`src/rtl/rx_byte_fifo_pkg.sv`:
```
// Shared constants for the UART receive byte FIFO: default geometry and
// capture FSM state encodings.
package rx_byte_fifo_pkg;

  localparam int unsigned DEF_DEPTH = 8;
  localparam int unsigned DEF_WIDTH = 8;

  localparam logic [1:0] ST_IDLE   = 2'd0;
  localparam logic [1:0] ST_RECV   = 2'd1;
  localparam logic [1:0] ST_COMMIT = 2'd2;

endpackage

```
`src/rtl/rx_byte_fifo_sync_2ff.sv`:
```
// Two-flop synchronizer for a single asynchronous level into the local clock.
module sync_2ff (
  input  logic clk,
  input  logic rst,
  input  logic d,
  output logic q
);

  logic meta;

  always_ff @(posedge clk) begin
    if (rst) begin
      meta <= 1'b0;
      q    <= 1'b0;
    end else begin
      meta <= d;
      q    <= meta;
    end
  end

endmodule

```
`src/rtl/rx_byte_fifo.sv`:
```
// Receive byte FIFO: commits one UART byte per busy high->low sequence into a
// show-ahead FIFO. Define RX_FIFO_DROP_STATS_EN to implement drop_count.
module rx_byte_fifo
  import rx_byte_fifo_pkg::*;
#(
  parameter int unsigned DEPTH = DEF_DEPTH,
  parameter int unsigned WIDTH = DEF_WIDTH
) (
  input  logic                   src_clk,
  input  logic                   rst,
  input  logic [WIDTH-1:0]       rx_data,
  input  logic                   rx_bussy,
  input  logic                   pop,
  output logic [WIDTH-1:0]       rd_data,
  output logic                   rd_valid,
  output logic                   full,
  output logic [$clog2(DEPTH):0] count,
  output logic                   overflow,
  output logic [7:0]             drop_count
);

  localparam int unsigned AW = $clog2(DEPTH);
  localparam int unsigned CW = AW + 1;

  logic             busy_s;
  logic [1:0]       settle;
  logic             armed;
  logic [1:0]       state;
  logic [WIDTH-1:0] hold;
  logic [WIDTH-1:0] mem [DEPTH];
  logic [AW-1:0]    wr_ptr;
  logic [AW-1:0]    rd_ptr;
  logic             wr_en;
  logic             pop_ok;
  logic             wr_ok;
  logic             is_full;

  sync_2ff u_sync (
    .clk (src_clk),
    .rst (rst),
    .d   (rx_bussy),
    .q   (busy_s)
  );

  // The synchronizer output is only trusted once both flops hold real samples;
  // a frame may start only after busy has been seen low, so a busy level that
  // straddles reset can never produce a commit.
  always_ff @(posedge src_clk) begin
    if (rst) begin
      settle <= '0;
      armed  <= 1'b0;
    end else begin
      settle <= {settle[0], 1'b1};
      if (state == ST_IDLE && settle[1] && !busy_s)
        armed <= 1'b1;
      else if (state == ST_IDLE && armed && busy_s)
        armed <= 1'b0;
    end
  end

  always_ff @(posedge src_clk) begin
    if (rst) begin
      state <= ST_IDLE;
    end else begin
      case (state)
        ST_IDLE:   if (armed && busy_s) state <= ST_RECV;
        ST_RECV:   if (!busy_s) state <= ST_COMMIT;
        ST_COMMIT: state <= ST_IDLE;
        default:   state <= ST_IDLE;
      endcase
    end
  end

  always_ff @(posedge src_clk) begin
    if (state == ST_RECV && !busy_s)
      hold <= rx_data;
  end

  always_comb begin
    wr_en   = (state == ST_COMMIT);
    is_full = (count == CW'(DEPTH));
    pop_ok  = pop && (count != '0);
    // When full, the same-cycle pop frees the head slot, which is the one wr_ptr points at.
    wr_ok   = wr_en && (!is_full || pop_ok);
  end

  always_ff @(posedge src_clk) begin
    if (wr_ok)
      mem[wr_ptr] <= hold;
  end

  always_ff @(posedge src_clk) begin
    if (rst) begin
      wr_ptr   <= '0;
      rd_ptr   <= '0;
      count    <= '0;
      overflow <= 1'b0;
    end else begin
      if (wr_ok)
        wr_ptr <= wr_ptr + 1'b1;
      if (pop_ok)
        rd_ptr <= rd_ptr + 1'b1;
      case ({wr_ok, pop_ok})
        2'b10:   count <= count + 1'b1;
        2'b01:   count <= count - 1'b1;
        default: count <= count;
      endcase
      if (wr_en && !wr_ok)
        overflow <= 1'b1;
    end
  end

`ifdef RX_FIFO_DROP_STATS_EN
  always_ff @(posedge src_clk) begin
    if (rst)
      drop_count <= '0;
    else if (wr_en && !wr_ok && drop_count != '1)
      drop_count <= drop_count + 1'b1;
  end
`else
  assign drop_count = '0;
`endif

  assign rd_data  = mem[rd_ptr];
  assign rd_valid = (count != '0);
  assign full     = is_full;

endmodule

```
`config.mk`:
```
export PLATFORM = sky130hd
export DESIGN_NAME = rx_byte_fifo
export DESIGN_NICKNAME = d
export VERILOG_FILES = /design/src/rtl/rx_byte_fifo_pkg.sv /design/src/rtl/rx_byte_fifo_sync_2ff.sv /design/src/rtl/rx_byte_fifo.sv
export SDC_FILE = /design/constraint.sdc
export NUM_CORES = 1
export LEC_CHECK = 0
export CORE_UTILIZATION = 51
export DETAILED_ROUTE_END_ITERATION = 10
export GPL_TIMING_DRIVEN = 0
export PLACE_DENSITY = 0.84
export SLEW_MARGIN = 40
export SYNTH_ARGS = -nofsm -noshare
export SYNTH_HDL_FRONTEND = slang
export SYNTH_SLANG_ARGS = --single-unit
```
`constraint.sdc`:
```
create_clock -name src_clk -period 2.38 [get_ports src_clk]
set_input_delay 0.476 -clock src_clk [delete_from_list [all_inputs] [get_ports src_clk]]
set_output_delay 0.476 -clock src_clk [all_outputs]
set_load 0.02 [all_outputs]
```
# == Yosys cells after proc, flatten, opt, wreduce, memory -nomap -nowiden ==
# Memory sizes are Yosys's and may differ from the RTL's. A register that Yosys moved wholly into a read port is not among the register bits.
# Cells that the tools add are included.
# word_totals
ff_bits,26
ramBits,64
inputBits,12
word_cells,52
memories,1
# classes
n_addsub,4
n_eq_ne,7
mux,11
n_reduce_logical,18
# memory_table
memory,words,width,read_ports,rd_ports_with_merged_regs,wr,line,rtl
mem,8,8,1,1,1,rx_byte_fifo.sv:30,logic [WIDTH-1:0] mem [DEPTH];
# ops
op,count
logical AND 1 bit,9
case mux 4 bit (2 select lines),1
adder 3 x 1 -> 3 bit (second input constant),2
2-to-1 mux 3 bit,2
2-to-1 mux 1 bit,5
adder 4 x 1 -> 4 bit (second input constant),1
== test 2 x 1 -> 1 bit (second input constant),2
== test 2 bit (second input constant),2
== test 4 bit (second input constant),1
2-to-1 mux 2 bit,2
case mux 2 bit (2 select lines),1
nonzero test 2 bit,2
nonzero test 4 bit,1
subtractor 4 x 1 -> 4 bit (second input constant),1
logical NOT 1 bit,3
logical NOT 2 bit,1
inequality test 2 x 1 -> 1 bit (second input constant),1
inequality test 2 bit (second input constant),1
AND reduction 2 bit,1
logical OR 1 bit,1

# == Depth between registers and ports, before layout ==
# depth
word_depth,6
mapped_depth,10

# == By module ==
# From an unflattened synthesis, not the netlist that was laid out.
# unflattened
hier_cells,231
hier_area_um2,3806.2
# by_module_without_submodules
module,n_inst,cells_per_inst,area_per_inst_um2
rx_byte_fifo,1,227,3753.6
sync_2ff,1,4,52.6

# == Worst setup path after synthesis ==
# No wires, ideal clock.
# synth_timing
path_type,reg2reg
startpoint,register count[0]
endpoint,register count[3]
setup_ns,0.125
arrival_ns,2.434
required_ns,2.255
setup_slack_ns,-0.179
path_stages_with_launch,11
n_path_buf,0
cell_sequence,dfxtp_1 > or3_1 > nor2_1 > inv_1 > nand3_1 > inv_1 > ha_1 > a21oi_1 > nand2_1 > and3_1 > o41a_1
# synth_between
elab_chain_cells,6
# synth_lines
element,line,rtl
from (decl),rx_byte_fifo.sv:17,"output logic [$clog2(DEPTH):0] count,"
from (signal assigned),rx_byte_fifo.sv:104,2'b10: count <= count + 1'b1;
from (signal assigned),rx_byte_fifo.sv:105,2'b01: count <= count - 1'b1;
from (signal assigned),rx_byte_fifo.sv:106,default: count <= count;
nonzero test 4 bit *,n/a,
via rd_valid,rx_byte_fifo.sv:15,"output logic rd_valid,"
logical AND 1 bit *,rx_byte_fifo.sv:82,pop_ok = pop && (count != '0);
logical OR 1 bit,rx_byte_fifo.sv:84,wr_ok = wr_en && (!is_full || pop_ok);
logical AND 1 bit,rx_byte_fifo.sv:84,
== test 2 x 1 -> 1 bit / == test 2 bit (equally long branches),rx_byte_fifo.sv:103,"case ({wr_ok, pop_ok})"
case mux 4 bit (2 select lines) / nonzero test 2 bit (equally long branches),n/a,
# The timed path passes the listed nets; every way through them passes the cells marked *.
# A chain may end at the register's enable or synchronous reset.

==> impl_metrics.tcl <==
set metrics [dict create \
    critPathLaunchType "register" \
    rows 31 \
    hold_depth 1 \
    synthTopCellsByArea "edfxtp_1 (57%), dfxtp_1 (11%), mux4_2 (9.5%)" \
    io_pins 35 \
    post_dp_cell_area_um2 4250 \
    die_h_um 88.1 \
    cts-root-buf "clkbuf_8" \
    post-place-ws_ns -0.399 \
    dpl.hpwl_mm 4.40 \
    r2r_slack_ns 0.08 \
    slew_violations 0 \
    antenna_found_initial 0 \
    holdCritStartpoint "u_sync.meta" \
    drive_above_1_share_pct 34.5 \
    grt_use_total_pct 18.6 \
    grt_pass1_wl_mm 10.3 \
    r2r_start "count[0]" \
    max_cap_viol_count 0 \
    nNetsFinal 299 \
    port_buffers 25 \
    die-area_um2 7770 \
    final-hold-violation-count 0 \
    critPathKind "reg -> out" \
    fill_cells 524 \
    clock_insertion_delay_worst_skew_ns 0.35 \
    antenna_cells 0 \
    synthArstFlopShare_pct 0 \
    min-delay-path-class "reg -> reg" \
    p_per_area_nw_per_um2 884 \
    first_pass_iters 5 \
    place.gp.congestion 0.795 \
    cts_tree "built" \
    via_count 2059 \
    final_cell_area_um2 4600 \
    yosysWarnings 0 \
    synth_most_common_cell "edfxtp_1" \
    setup_viol 0 \
    fmax_mhz 428 \
    maxSlewHeadroom_pct 46.0 \
    antenna_left 0 \
    wl_per_cell_um 16.8 \
    viasPerCell 5.33 \
    period_minus_slack_ns 2.34 \
    die_width_um 88.1 \
    grt_overflow 0 \
    worst_pin_slew_ns 0.805 \
    min_period_over_period_pct 98.2 \
    cts_hold_buffers 0 \
    drt_iter0_drc 133 \
    crit_arrival_ns 1.86 \
    cts_htree_levels 3 \
    status "completed" \
    area.growth.synth_to_final_pct 21.6 \
    hold_end "u_sync.q" \
    cts.path.max_buffers 2 \
    reg2reg_depth 10 \
    core-area_um2 7210 \
    cts_sinks 93 \
    power.total_w 0.00407 \
    setup_tns_ns 0 \
    initial_core_util_pct 52.4 \
    hold_slack_ns 0.456 \
    required_ns 1.90 \
    synth_area_um2 3780 \
    synth_edf_count 72 \
    synth_top_area_cell "edfxtp_1" \
    synth.top_cell.area_share_pct 57.2 \
    synth_seq_area_share_pct 68.3 \
    ys_ff_latch 93 \
    critPathCaptureType "output pin" \
    setup_slack_ns 0.0421 \
    cts_buffers 9 \
    rsz0062_at_grt "true" \
    p_leak_nw 1.57 \
    worstReg2RegEnd "count[3]" \
    avgSynthCellArea_um2 16.4 \
    drc_errors 0 \
    synth_cells 231 \
    ys.flop_type "edfxtp_1" \
    critPathMaxFanout 6 \
    grt_max_degree 19 \
    grt_pass1_vias 1990 \
    finalWirelength_mm 6.47 \
    clock_skew_ns 0.00985 \
    ir_drop_mv 0.565 \
    synthTopCellsByCount "edfxtp_1 (72), dfxtp_1 (21), mux4_2 (16), nor2_1 (16), buf_4 (10)" \
    ys_types 45 \
    clk_pin_slew_worst_paths_ns 0.10 \
]
==> critical path, cell delays in order (launching register included) <==
cell and delay, ns:
dfxtp_2 0.34, buf_8 0.13, buf_4 0.12, mux4_2 0.50, mux2_4 0.29, buf_6 0.13
==> stage by stage <==
stage / utilization, % / instances
detailed placement: 58.9 / 365
finish: 63.8 / 386
global placement: 58.2 / 362
global route: 63.8 / 386
floorplan: - / 238
CTS: 62.3 / 386
==> how the worst max path moves through the flow <==
stage,depth (start not counted),start,slack [ns],to
final,5,register,0.04,rd_data[3]
after global routing,5,register,-0.04,rd_data[3]
after CTS,5,register,-0.006,rd_data[2]
after detailed placement,5,register,-0.40,rd_data[2]
after global placement,4,pop,-1.0,mem[0][6]
after floorplan,10,count[0],0.002,count[3]
==> cell type report <==
type | instances | area, um2 | share of cell area [%]
tap | 99 | 124 | 2.69
clock buffer | 9 | 124 | 2.69
timing repair buffer | 33 | 338 | 7.34
clock inverter | 7 | 68.8 | 1.50
inverter | 7 | 26.3 | 0.571
sequential | 93 | 2590 | 56.3
multi-input combinational | 119 | 1160 | 25.3
buffer | 19 | 165 | 3.59
==> power by group <==
| part | switching [W] | total [W] | leakage [nW] | internal, W |
|---|---|---|---|---|
| registers | 0.0000619 | 0.00184 | 0.820 | 0.00178 |
| logic | 0.000556 | 0.00124 | 0.656 | 0.000679 |
| clock network | 0.000582 | 0.000987 | 0.0911 | 0.000404 |
| total | 0.00120 | 0.00407 | 1.57 | 0.00287 |
==> routing by layer <==
layer / track usage [%] / vias up / share of wire, %
met1: 24.5 / 1008 / 42
met3: 3.77 / 9 / 4.1
li1: - / 973 / -
met5: 0 / - / 0
met2: 30.0 / 69 / 52
met4: 8.50 / 0 / 1.5
==> registers in the layout, indices dropped and copies added, names as in the netlist, named ones only <==
register,flops
armed,1
state,2
hold,8
overflow,1
rd_ptr,3
mem,64
u_sync.q,1
u_sync.meta,1
wr_ptr,3
count,4
settle,2
==> kinds of logic (layout without fill, tap and decap cells) <==
group,Yosys count,after routing,share of synthesized area [%]
flip-flops,93,93,68.3
adder cells (fa/ha/maj),5,5,1.85
buffers and inverters,26,75,4.30
AO/OA/AOI/OAI,23,23,4.53
multiplexers,28,28,13.0
AND/OR/NAND/NOR,49,49,6.58
other,1,8,0.0991
XOR/XNOR,6,6,1.39
==> layout by cell type (no fill, tap or decap), types with 3 or more instances in the layout <==
cell             count
buf_4               13
mux2i_1              4
xor2_1               5
mux4_2              16
nand2_1              6
nor2b_1              3
buf_6               12
nand2b_1             4
a21oi_1              4
dfxtp_1             17
nor2_1              12
nor3_4               3
clkdlybuf4s50_1     17
mux2_4               3
buf_2                3
mux2_2               5
o211ai_1             5
nor3_1               3
nor2_2               4
dfxtp_2              3
ha_1                 3
conb_1               8
clkbuf_8             9
inv_1                5
edfxtp_1            72
==> repair_timing <==
| action | 4_1_cts | 5_1_grt |
|---|---|---|
| endpoints found under the setup margin | 10 | 22 |
| cloned | 1 | 0 |
| gates resized for setup | 45 | 29 |
| buffers inserted | 4 | 0 |
(Power assumes the default switching activity.)
